<file path="src/rtl/alu_seq.sv">
// alu_seq: handshaked ALU with registered result/flags and iterative shifter.
module alu_seq #(
  parameter int WIDTH = 32,
  parameter int SHIFT_STEP = 1
) (
  input  logic             clk,
  input  logic             rst,
  input  logic             in_valid,
  output logic             in_ready,
  input  logic [2:0]       alu_sel,
  input  logic [WIDTH-1:0] op_a,
  input  logic [WIDTH-1:0] op_b,
  output logic             out_valid,
  input  logic             out_ready,
  output logic [WIDTH-1:0] alu_out,
  output logic             zero,
  output logic             negative,
  output logic             carry,
  output logic             overflow
);
  localparam int SHW = $clog2(WIDTH);
  localparam logic [SHW:0] STEP = (SHW+1)'(SHIFT_STEP);
  localparam logic [1:0] IDLE = 2'd0, SHIFT = 2'd1, HOLD = 2'd2;
  localparam logic [2:0] AND = 3'b000, OR = 3'b001, SUB = 3'b010, ADD = 3'b011;
  localparam logic [2:0] SLL = 3'b100, SRA = 3'b101, SRL = 3'b110, SLT = 3'b111;

  logic [1:0] st_q, st_d;
  logic [2:0] op_q, op_d;
  logic [SHW-1:0] rem_q, rem_d;
  logic [WIDTH-1:0] res_q, res_d;
  logic zero_q, neg_q, carry_q, ovf_q, carry_d, ovf_d;
  logic accept, is_shift;
  logic [2:0] sh_op;
  logic [WIDTH-1:0] sh_src, sh_res;
  logic [SHW-1:0] sh_rem, rem_n;
  logic [SHW:0] k;
  logic [WIDTH:0] sum, diff;

  assign in_ready = (st_q == IDLE) || (st_q == HOLD && out_ready);
  assign accept = in_valid && in_ready;
  assign is_shift = alu_sel[2] && alu_sel != SLT;
  assign out_valid = st_q == HOLD;
  assign alu_out = res_q;
  assign zero = zero_q;
  assign negative = neg_q;
  assign carry = carry_q;
  assign overflow = ovf_q;

  // SRA keeps the working MSB equal to the original sign, so >>> replicates it each step
  assign sh_op = accept ? alu_sel : op_q;
  assign sh_src = accept ? op_a : res_q;
  assign sh_rem = accept ? op_b[SHW-1:0] : rem_q;
  assign k = ({1'b0, sh_rem} >= STEP) ? STEP : {1'b0, sh_rem};
  assign rem_n = sh_rem - k[SHW-1:0];
  assign sh_res = sh_op == SLL ? sh_src << k
                : sh_op == SRA ? WIDTH'($unsigned($signed(sh_src) >>> k))
                : sh_src >> k;
  assign sum = {1'b0, op_a} + {1'b0, op_b};
  assign diff = {1'b0, op_a} - {1'b0, op_b};

  always_comb begin
    st_d = st_q;
    op_d = op_q;
    rem_d = rem_q;
    res_d = res_q;
    carry_d = carry_q;
    ovf_d = ovf_q;
    if (accept) begin
      op_d = alu_sel;
      carry_d = 1'b0;
      ovf_d = 1'b0;
      rem_d = is_shift ? rem_n : '0;
      st_d = (is_shift && rem_n != 0) ? SHIFT : HOLD;
      case (alu_sel)
        AND: res_d = op_a & op_b;
        OR:  res_d = op_a | op_b;
        SUB: begin
          res_d = diff[WIDTH-1:0];
          carry_d = ~diff[WIDTH];
          ovf_d = (op_a[WIDTH-1] != op_b[WIDTH-1]) && (diff[WIDTH-1] != op_a[WIDTH-1]);
        end
        ADD: begin
          res_d = sum[WIDTH-1:0];
          carry_d = sum[WIDTH];
          ovf_d = (op_a[WIDTH-1] == op_b[WIDTH-1]) && (sum[WIDTH-1] != op_a[WIDTH-1]);
        end
        SLT: res_d = {{(WIDTH-1){1'b0}}, $signed(op_a) < $signed(op_b)};
        default: res_d = sh_res;
      endcase
    end else if (st_q == SHIFT) begin
      res_d = sh_res;
      rem_d = rem_n;
      st_d = rem_n == 0 ? HOLD : SHIFT;
    end else if (st_q == HOLD && out_ready) begin
      st_d = IDLE;
    end
  end

  always_ff @(posedge clk) begin
    if (rst) begin
      st_q <= IDLE;
      op_q <= AND;
      rem_q <= '0;
      res_q <= '0;
      zero_q <= 1'b0;
      neg_q <= 1'b0;
      carry_q <= 1'b0;
      ovf_q <= 1'b0;
    end else begin
      st_q <= st_d;
      op_q <= op_d;
      rem_q <= rem_d;
      res_q <= res_d;
      zero_q <= res_d == 0;
      neg_q <= res_d[WIDTH-1];
      carry_q <= carry_d;
      ovf_q <= ovf_d;
    end
  end
endmodule

</file>
<file path="config.mk">
export PLATFORM = sky130hd
export DESIGN_NAME = alu_seq
export DESIGN_NICKNAME = d
export VERILOG_FILES = /design/src/rtl/alu_seq.sv
export SDC_FILE = /design/constraint.sdc
export NUM_CORES = 1
export LEC_CHECK = 0
export BUFFER_PORTS_ARGS = -buffer_cell sky130_fd_sc_hd__buf_2
export CORE_MARGIN = 4
export CORE_UTILIZATION = 30
export CTS_CLUSTER_DIAMETER = 200
export DETAILED_ROUTE_END_ITERATION = 12
export PLACE_DENSITY = 0.47
export SLEW_MARGIN = 5
export SYNTH_ARGS = -nofsm -noshare
export SYNTH_HDL_FRONTEND = slang
export SYNTH_SLANG_ARGS = --single-unit
export TNS_END_PERCENT = 30
</file>
<file path="constraint.sdc">
create_clock -name clk -period 4.95 [get_ports clk]
set_clock_uncertainty 0.15 [all_clocks]
set_input_delay 0.99 -clock clk [delete_from_list [all_inputs] [get_ports clk]]
set_output_delay 0.99 -clock clk [all_outputs]
set_load 0.05 [all_outputs]
</file>
Yosys cells after proc, flatten, opt, wreduce, memory -nomap -nowiden
Cells that the tools add are included.
{"block": "op_classes", "eq_ne": 13, "shift": 3, "order_cmp": 2, "muxes": 19, "n_addsub": 3, "bitwise_logic": 3, "reduce_logical": 14}
{"op": "32-bit two-way mux", "n": 5}
{"op": "32-bit case mux with 5 select lines", "n": 1}
{"op": "32-bit by 32-bit adder with 33-bit output", "n": 1}
{"op": "32-bit by 32-bit subtractor with 33-bit output", "n": 1}
{"op": "32-bit AND", "n": 1}
{"op": "32-bit logical NOT", "n": 1}
{"op": "32-bit less-than comparator", "n": 1}
{"op": "32-bit bitwise OR", "n": 1}
{"op": "32-bit by 5-bit left shift with 32-bit output", "n": 1}
{"op": "32-bit by 5-bit >> shifter with 32-bit output", "n": 1}
{"op": "32-bit by 5-bit >>> shifter with 32-bit output", "n": 1}
{"op": "5-bit two-way mux", "n": 5}
{"op": "2-bit two-way mux", "n": 5}
{"op": "3-bit equality test, second input constant", "n": 3}
{"op": "3-bit by 2-bit equality test with 1-bit output, second input constant", "n": 2}
{"op": "1-bit logical AND", "n": 6}
{"op": "5-bit by 1-bit >= comparator with 1-bit output, second input constant", "n": 1}
{"op": "5-bit logical NOT", "n": 1}
{"op": "5-bit nonzero test", "n": 1}
{"op": "5-bit subtractor", "n": 1}
{"op": "1-bit case mux with 2 select lines", "n": 2}
{"op": "3-bit by 1-bit equality test with 1-bit output, second input constant", "n": 1}
{"op": "3-bit logical NOT", "n": 1}
{"op": "3-bit two-way mux", "n": 1}
{"op": "other kinds (10)", "n": 12}
{"block": "word_totals", "output_inout_bits": 38, "elab_cells": 65, "inputBits": 71, "ff_bits": 46}

Longest topological paths before layout
Gate-level depths: netlist of run 1.
{"block": "depth", "depth_word": 13, "mapped_depth": 14, "mapped_depth_nobuf": 14}

Worst setup path before layout of run 1
No wires, ideal clock.
{"block": "synth_timing", "path_kind": "input port to flip-flop", "start": "input port op_a[0]", "end": "register zero_q, in the netlist zero", "n_path_buf": 0, "required_ns": 4.739, "arrival_time_ns": 4.223, "stages": 14, "slack_ns": 0.517, "path_cell_list": "inv_1 ha_1 fa_1 or2_2 a2111o_1 a21oi_1 o2111ai_1 a2111oi_0 mux2i_1 o311ai_1 a311oi_1 nand4b_1 nor4_1 and4_1"}
{"block": "synth_via", "elab_chain_len": 7, "word_cells_on_any_way": 15, "cone_classes": "add/sub: 2; order compare: 1; shift: 3; mux: 6; bitwise: 2; reduce/logical: 1"}
{"item": "from (decl)", "line_no": "11", "source": "input logic [WIDTH-1:0] op_a,"}
{"item": "branches (longest 5 deep; another with 32-bit by 32-bit adder with 33-bit output)"}
{"item": "32-bit two-way mux *", "line_no": "68", "source": "if (accept) begin"}
{"item": "32-bit logical NOT *", "line_no": "114", "source": "zero_q <= res_d == 0;"}
{"item": "to (signal assigned)", "line_no": "105", "source": "zero_q <= 1'b0;"}
{"item": "to (signal assigned)", "line_no": "114"}
{"item": "to (decl)", "line_no": "31", "source": "logic zero_q, neg_q, carry_q, ovf_q, carry_d, ovf_d;"}
Every way passes the cells marked *.
A chain may end at the register's enable or synchronous reset.

Worst setup path in the final report of run 1
Ends and elaborated chain as after synthesis.

==> metrics.yaml, run 1 <==
status: "finished, final reports clean"
antenna_found_initial: 0
cp-end-kind: "flip-flop"
vias: 10400
core_um2: 28600
ioPinCount: 109
place_congestion: 0.950
start_kind: "input port"
arrival_ns: 4.85
cts_tree: "done"
timing.final.crit_period_ns: 4.76
synth_top_area_share: 0.140
slowest_delay_ns: 0.45
clock_latency_ns: 0.30
power_frac_comb: 0.693
grt_pass1_wl_um: 61200
start_util: 0.304
cts_sinks: 45
finalCritPeriodShare: 0.961
fillers: 3164
max-cap-violations: 0
cts_root_buffer: "clkbuf_16"
ys_ff_latch: 45
worst_pin_slew_ns: 1.00
antennaDiodeCount: 0
layout-drive-gt1-share: 0.190
drc: 0
portBuffers: 108
p_int_w: 0.00155
p_clk_frac: 0.133
max_slew_margin: 0.330
synthDistinctLibCells: 86
overflow: 0
p_per_area_nw_per_um2: 321
clk_pin_slew_worst_paths_ns: 0.07
cp.required_ns: 5.04
hold_viol_final: 0
setup_tns_ns: 0
peakVddDrop_v: 0.000149
critical-path-slowest-cell: "a2111o_1"
wl_per_cell_um: 22.5
h-tree-depth: 2
wl_um: 41100
clock_path_buffers: 2
finalSetupViolCount: 0
pwr-share-seq: 0.175
dpl.hpwl_um: 32900
fmax_mhz: 210
synth.largest_area_cell: "ha_1"
die_area_um2: 31800
ys_seq_area_frac: 0.104
leakage_nw: 4.67
critPathBufInv: 4
yosysWarnings: 0
drtPass1Iterations: 5
grt_pass1_vias: 9848
whs_ns: 0.330
die_h_um: 178
drtIter0Drc: 1194
multi_input_area_um2: 7120
grt.total_usage: 0.250
regArea_um2: 901
synth_most_common_cell: "nor2_1"
die_w_um: 178
synth_edf_count: 0
path_common_cell: "buf_4"
crit_type: "input port to flip-flop"
syn_inst: 1292
synth_ff_type: "dfxtp_1"
p_sw_w: 0.00182
cts_post_setup_buffers_inserted: 0
swShare: 0.541
hp-class: "flip-flop to flip-flop"
viasPerCell: 5.70
nets: 1609
synthesis.nets: 1462
ant_nets: 0
grt_max_degree: 48
cp_top_family: "compound AO/OA/AOI/OAI gates"
syn_area_per_cell_um2: 6.73
ys_top_cells_by_count: "nor2_1 (140), a21oi_1 (133), nand2_1 (116)"
critPathMaxFanout: 4
syn_to_final_growth_pct: 20.8
cp_cell_sequence: "buf_2 -> inv_1 -> ha_1 -> fa_1 -> or2_2 -> a2111o_1 -> a211oi_1 -> buf_4 -> o2111ai_1 -> buf_4 -> nand2_1 -> a211o_1 -> nand4_1 -> a31oi_1 -> nand3_1 -> nor4_2 -> and4_1"
synth.area.top_cells: "ha_1 (14%), dfxtp_1 (10%), a21oi_1 (7.7%)"
num_rows: 62
synthArstFlopShare: 0
cts_buffers: 5
netlist_area_um2: 8690
slew_viol_final: 0
[power by group through the flow]
| stage | clock network, W | logic [W] | registers (W) |
|---|---|---|---|
| 3_3_place_gp | 0 | 0.00230 | 0.000594 |
| 2_1_floorplan | 0 | 0.00130 | 0.000760 |
| 5_1_grt | 0.000471 | 0.00251 | 0.000599 |
| 3_5_place_dp | 0 | 0.00229 | 0.000592 |
| 6_report | 0.000448 | 0.00234 | 0.000589 |
| 4_1_cts | 0.000453 | 0.00230 | 0.000584 |
[path summary, 6_finish.rpt]
path	startpoint	to	slack (ns)	cells past startpoint
max	op_a[0]	zero	0.19	17
min	op_q[0]	op_q[0]	0.33	2
max reg2reg	rem_q[0]	zero	1.14	12
min reg2reg	op_q[0]	op_q[0]	0.33	2
[routing by layer]
metal / routed length, um / track usage
met1: 18500 / 0.349
met2: 18600 / 0.412
met3: 2810 / 0.0276
met4: 1180 / 0.0662
met5: 0 / 0
[flip-flops by register name, indices dropped and copies added (netlist names)]
signal    flops
alu_out      32
rem_q         5
op_q          3
st_q          2
carry         1
overflow      1
zero          1
[placed cells by master (no fill, tap or decap), types with 20 or more instances in the layout]
| master | netlist | layout |
|---|---|---|
| buf_4 | 3 | 113 |
| o21ai_0 | 92 | 92 |
| mux2i_1 | 49 | 47 |
| xnor2_1 | 26 | 26 |
| nor3_1 | 31 | 30 |
| a31oi_1 | 22 | 22 |
| ha_1 | 97 | 97 |
| nor2_1 | 140 | 140 |
| buf_2 | 14 | 108 |
| o211ai_1 | 27 | 27 |
| a21oi_1 | 133 | 132 |
| a211oi_1 | 31 | 31 |
| nand3_1 | 21 | 20 |
| dfxtp_1 | 45 | 45 |
| nand2_1 | 116 | 116 |
| inv_1 | 103 | 103 |
| nor2b_1 | 25 | 25 |
[worst register-to-register path: stages (launching register included)]
cell and delay [ns]:
dfxtp_1 0.33, or4_4 0.57, nor2_1 0.45, nor3_1 0.16, a221oi_1 0.34, o221ai_1 0.21, nor4_1 0.28, nand4b_1 0.19
nor4b_2 0.30, buf_4 0.17, nand4_1 0.12, nor4_2 0.30, and4_1 0.20
[cells by family (layout without fill, tap and decap cells)]
family,count (synthesis),in the layout,synth area share
flip-flops,45,45,0.104
AND/OR/NAND/NOR,419,419,0.225
multiplexers,52,52,0.0629
buffers and inverters,186,334,0.0845
adder cells (fa/ha/maj),99,99,0.144
AO/OA/AOI/OAI,464,464,0.353
XOR/XNOR,27,27,0.0272
[layout make-up]
class,instances,share of cell area
Tap cell,384,0.0458
Multi-Input combinational cell,1061,0.679
Clock inverter,3,0.00656
Inverter,104,0.0372
Sequential cell,45,0.0858
Timing Repair Buffer,222,0.134
Clock buffer,5,0.0119
[what timing repair did]
action / 4_1_cts / 5_1_grt
setup endpoints to repair: 0 / 1
resized for setup: 0 / 3
hold buffers: 0 / 0
[metrics by stage]
step           power, W  setup WS, ns  cells  instance area (um2)  utilization
2_1_floorplan   0.00206         0.517   1292                 8690            -
3_3_place_gp    0.00289       -0.0401   1816                10300        0.359
3_5_place_dp    0.00288        -0.146   1816                10300        0.359
4_1_cts         0.00334         0.136   1824                10500        0.366
5_1_grt         0.00358      -0.00382   1824                10500        0.367
6_report        0.00337         0.194   1824                10500        0.367
Note: power is estimated with default switching activity, not from simulation.
==> inputs of run 2 (changes only) <==
--- a/config.mk
+++ b/config.mk
@@ -5,10 +5,13 @@
 export SDC_FILE = /design/constraint.sdc
 export NUM_CORES = 1
 export LEC_CHECK = 0
+export ABC_CLOCK_PERIOD_IN_PS = 4950
 export BUFFER_PORTS_ARGS = -buffer_cell sky130_fd_sc_hd__buf_2
+export CORE_ASPECT_RATIO = 1.4
 export CORE_MARGIN = 4
 export CORE_UTILIZATION = 30
 export CTS_CLUSTER_DIAMETER = 200
+export CTS_CLUSTER_SIZE = 10
 export DETAILED_ROUTE_END_ITERATION = 12
 export PLACE_DENSITY = 0.47
 export SLEW_MARGIN = 5
==> metrics.yaml, run 2 (synthesized netlist as in run 1, its figures left out) <==
antennaDiodeCount: 0
finalSetupViolCount: 0
layout_commonest_cell: "nor2_1"
arrival_ns: 4.81
leakage_nw: 4.65
viasPerCell: 5.83
grt_pass1_wl_um: 64900
hp-class: "flip-flop to flip-flop"
slew_viol_final: 0
ff2ff_setup_slack_ns: 0.96
cp_top_family: "compound AO/OA/AOI/OAI gates"
die_area_um2: 31800
path_common_cell: "buf_4"
critical-path-slowest-cell: "a2111o_1"
worst_pin_slew_ns: 0.899
vias: 10600
dpl.hpwl_um: 34000
crit_cells: 17
grt.total_usage: 0.257
max-cap-violations: 0
rsz0062_at_grt: "false"
core_um2: 28500
antenna_found_initial: 0
cp.required_ns: 5.03
worst_slack_ns: 0.221
ff2ff_path_depth: 13
max_slew_margin: 0.399
place_congestion: 0.999
hold_viol_final: 0
peakVddDrop_v: 0.000148
cts_tree: "done"
grt_pass1_vias: 10500
p_per_area_nw_per_um2: 321
slowest_delay_ns: 0.47
drtPass1Iterations: 6
syn_to_final_growth_pct: 20.6
r2r-start: "op_q[2]"
cts_sinks: 45
die_h_um: 209
finalPower_w: 0.00337
crit_end: "zero"
layoutNonFillerInstCount: 1815
fmax_mhz: 211
start_kind: "input port"
reg2reg_to: "zero"
ioPinCount: 109
overflow: 0
timing.final.crit_period_ns: 4.73
critPathMaxFanout: 4
drc: 0
clk_pin_slew_worst_paths_ns: 0.07
clock_latency_ns: 0.29
layout-drive-gt1-share: 0.191
worstSetupStartpoint: "op_a[0]"
critPathBufInv: 4
die_w_um: 152
portBuffers: 108
finalCritPeriodShare: 0.955
cts_post_setup_buffers_inserted: 0
crit_type: "input port to flip-flop"
wl_um: 42600
drtIter0Drc: 837
dp.cells: 1807
ant_nets: 0
start_util: 0.305
grt_max_degree: 47
clock_path_buffers: 2
cp_cell_sequence: "buf_2 -> inv_1 -> ha_1 -> fa_1 -> or2_2 -> a2111o_1 -> a211oi_2 -> buf_4 -> o2111ai_1 -> buf_4 -> nand2_1 -> a211o_1 -> nand4_1 -> a31oi_2 -> nand3_1 -> nor4_2 -> and4_1"
cts_buffers: 5
h-tree-depth: 2
cp-end-kind: "flip-flop"
nets: 1609
place_ws_ns: -0.257
largest_reg_flops: 32
wl_per_cell_um: 23.5
cts_root_buffer: "clkbuf_16"
num_rows: 73
most-common-layout-cells: "nor2_1 (140), a21oi_1 (132), nand2_1 (116), buf_4 (113), buf_2 (108)"
status: "finished, final reports clean"
run 2: changes by cell type in the layout (fill, tap and decap cells not counted), sizes merged:
cell | previous run | this run
inv | 104 | 103
clkbuf | 5 | 6
clkinvlp | 0 | 1
bufinv | 2 | 1
run 2: how the worst min path moves through the flow:
stage	startpoint	endpoint	slack, ns	cells past startpoint
detailed placement	op_q[2]	op_q[2]	0.32	2
finish	op_q[2]	op_q[2]	0.32	2
CTS	op_q[2]	op_q[2]	0.33	2
global route	op_q[2]	op_q[2]	0.36	2
global placement	op_q[2]	op_q[2]	0.32	2
floorplan	op_q[1]	op_q[1]	0.29	2
run 2: tightest hold or removal path, stage by stage, from the launching register on:
cell,delay [ns]
dfxtp_1,0.32
nand2_1,0.06
a21oi_1,0.05
run 2: cell type report:
| type | count | area (um2) |
|---|---|---|
| clock inverters | 2 | 37.5 |
| inverters | 104 | 390 |
| well taps | 375 | 469 |
| repair buffers | 222 | 1410 |
| flip-flops and latches | 45 | 901 |
| multi-input cells | 1061 | 7140 |
| clock buffers | 6 | 139 |
| fillers | 3157 | 18000 |
run 2: where the power goes:
part	switching (W)	total (W)	internal, W
clock	0.000158	0.000411	0.000253
sequential	0.000140	0.000589	0.000449
combinational	0.00155	0.00237	0.000820
run 2: per-stage QoR:
stage	hold WS [ns]	area [um2]	setup TNS (ns)	util
floorplan	0.295	8690	0	-
global placement	0.315	10300	-0.175	0.361
detailed placement	0.318	10300	-0.257	0.361
CTS	0.330	10500	0	0.367
global route	0.365	10500	0	0.368
finish	0.324	10500	0	0.368
run 2: what timing repair did:
action                                  CTS  global route
hold buffers                              0             0
gates resized for setup                   0             7
endpoints found under the setup margin    0             1
run 2: metal layers:
layer  wire length (um)  track usage
met1              17000        0.309
met3               2120       0.0233
met5                  0            0
met2              21100        0.462
met4               2380        0.120
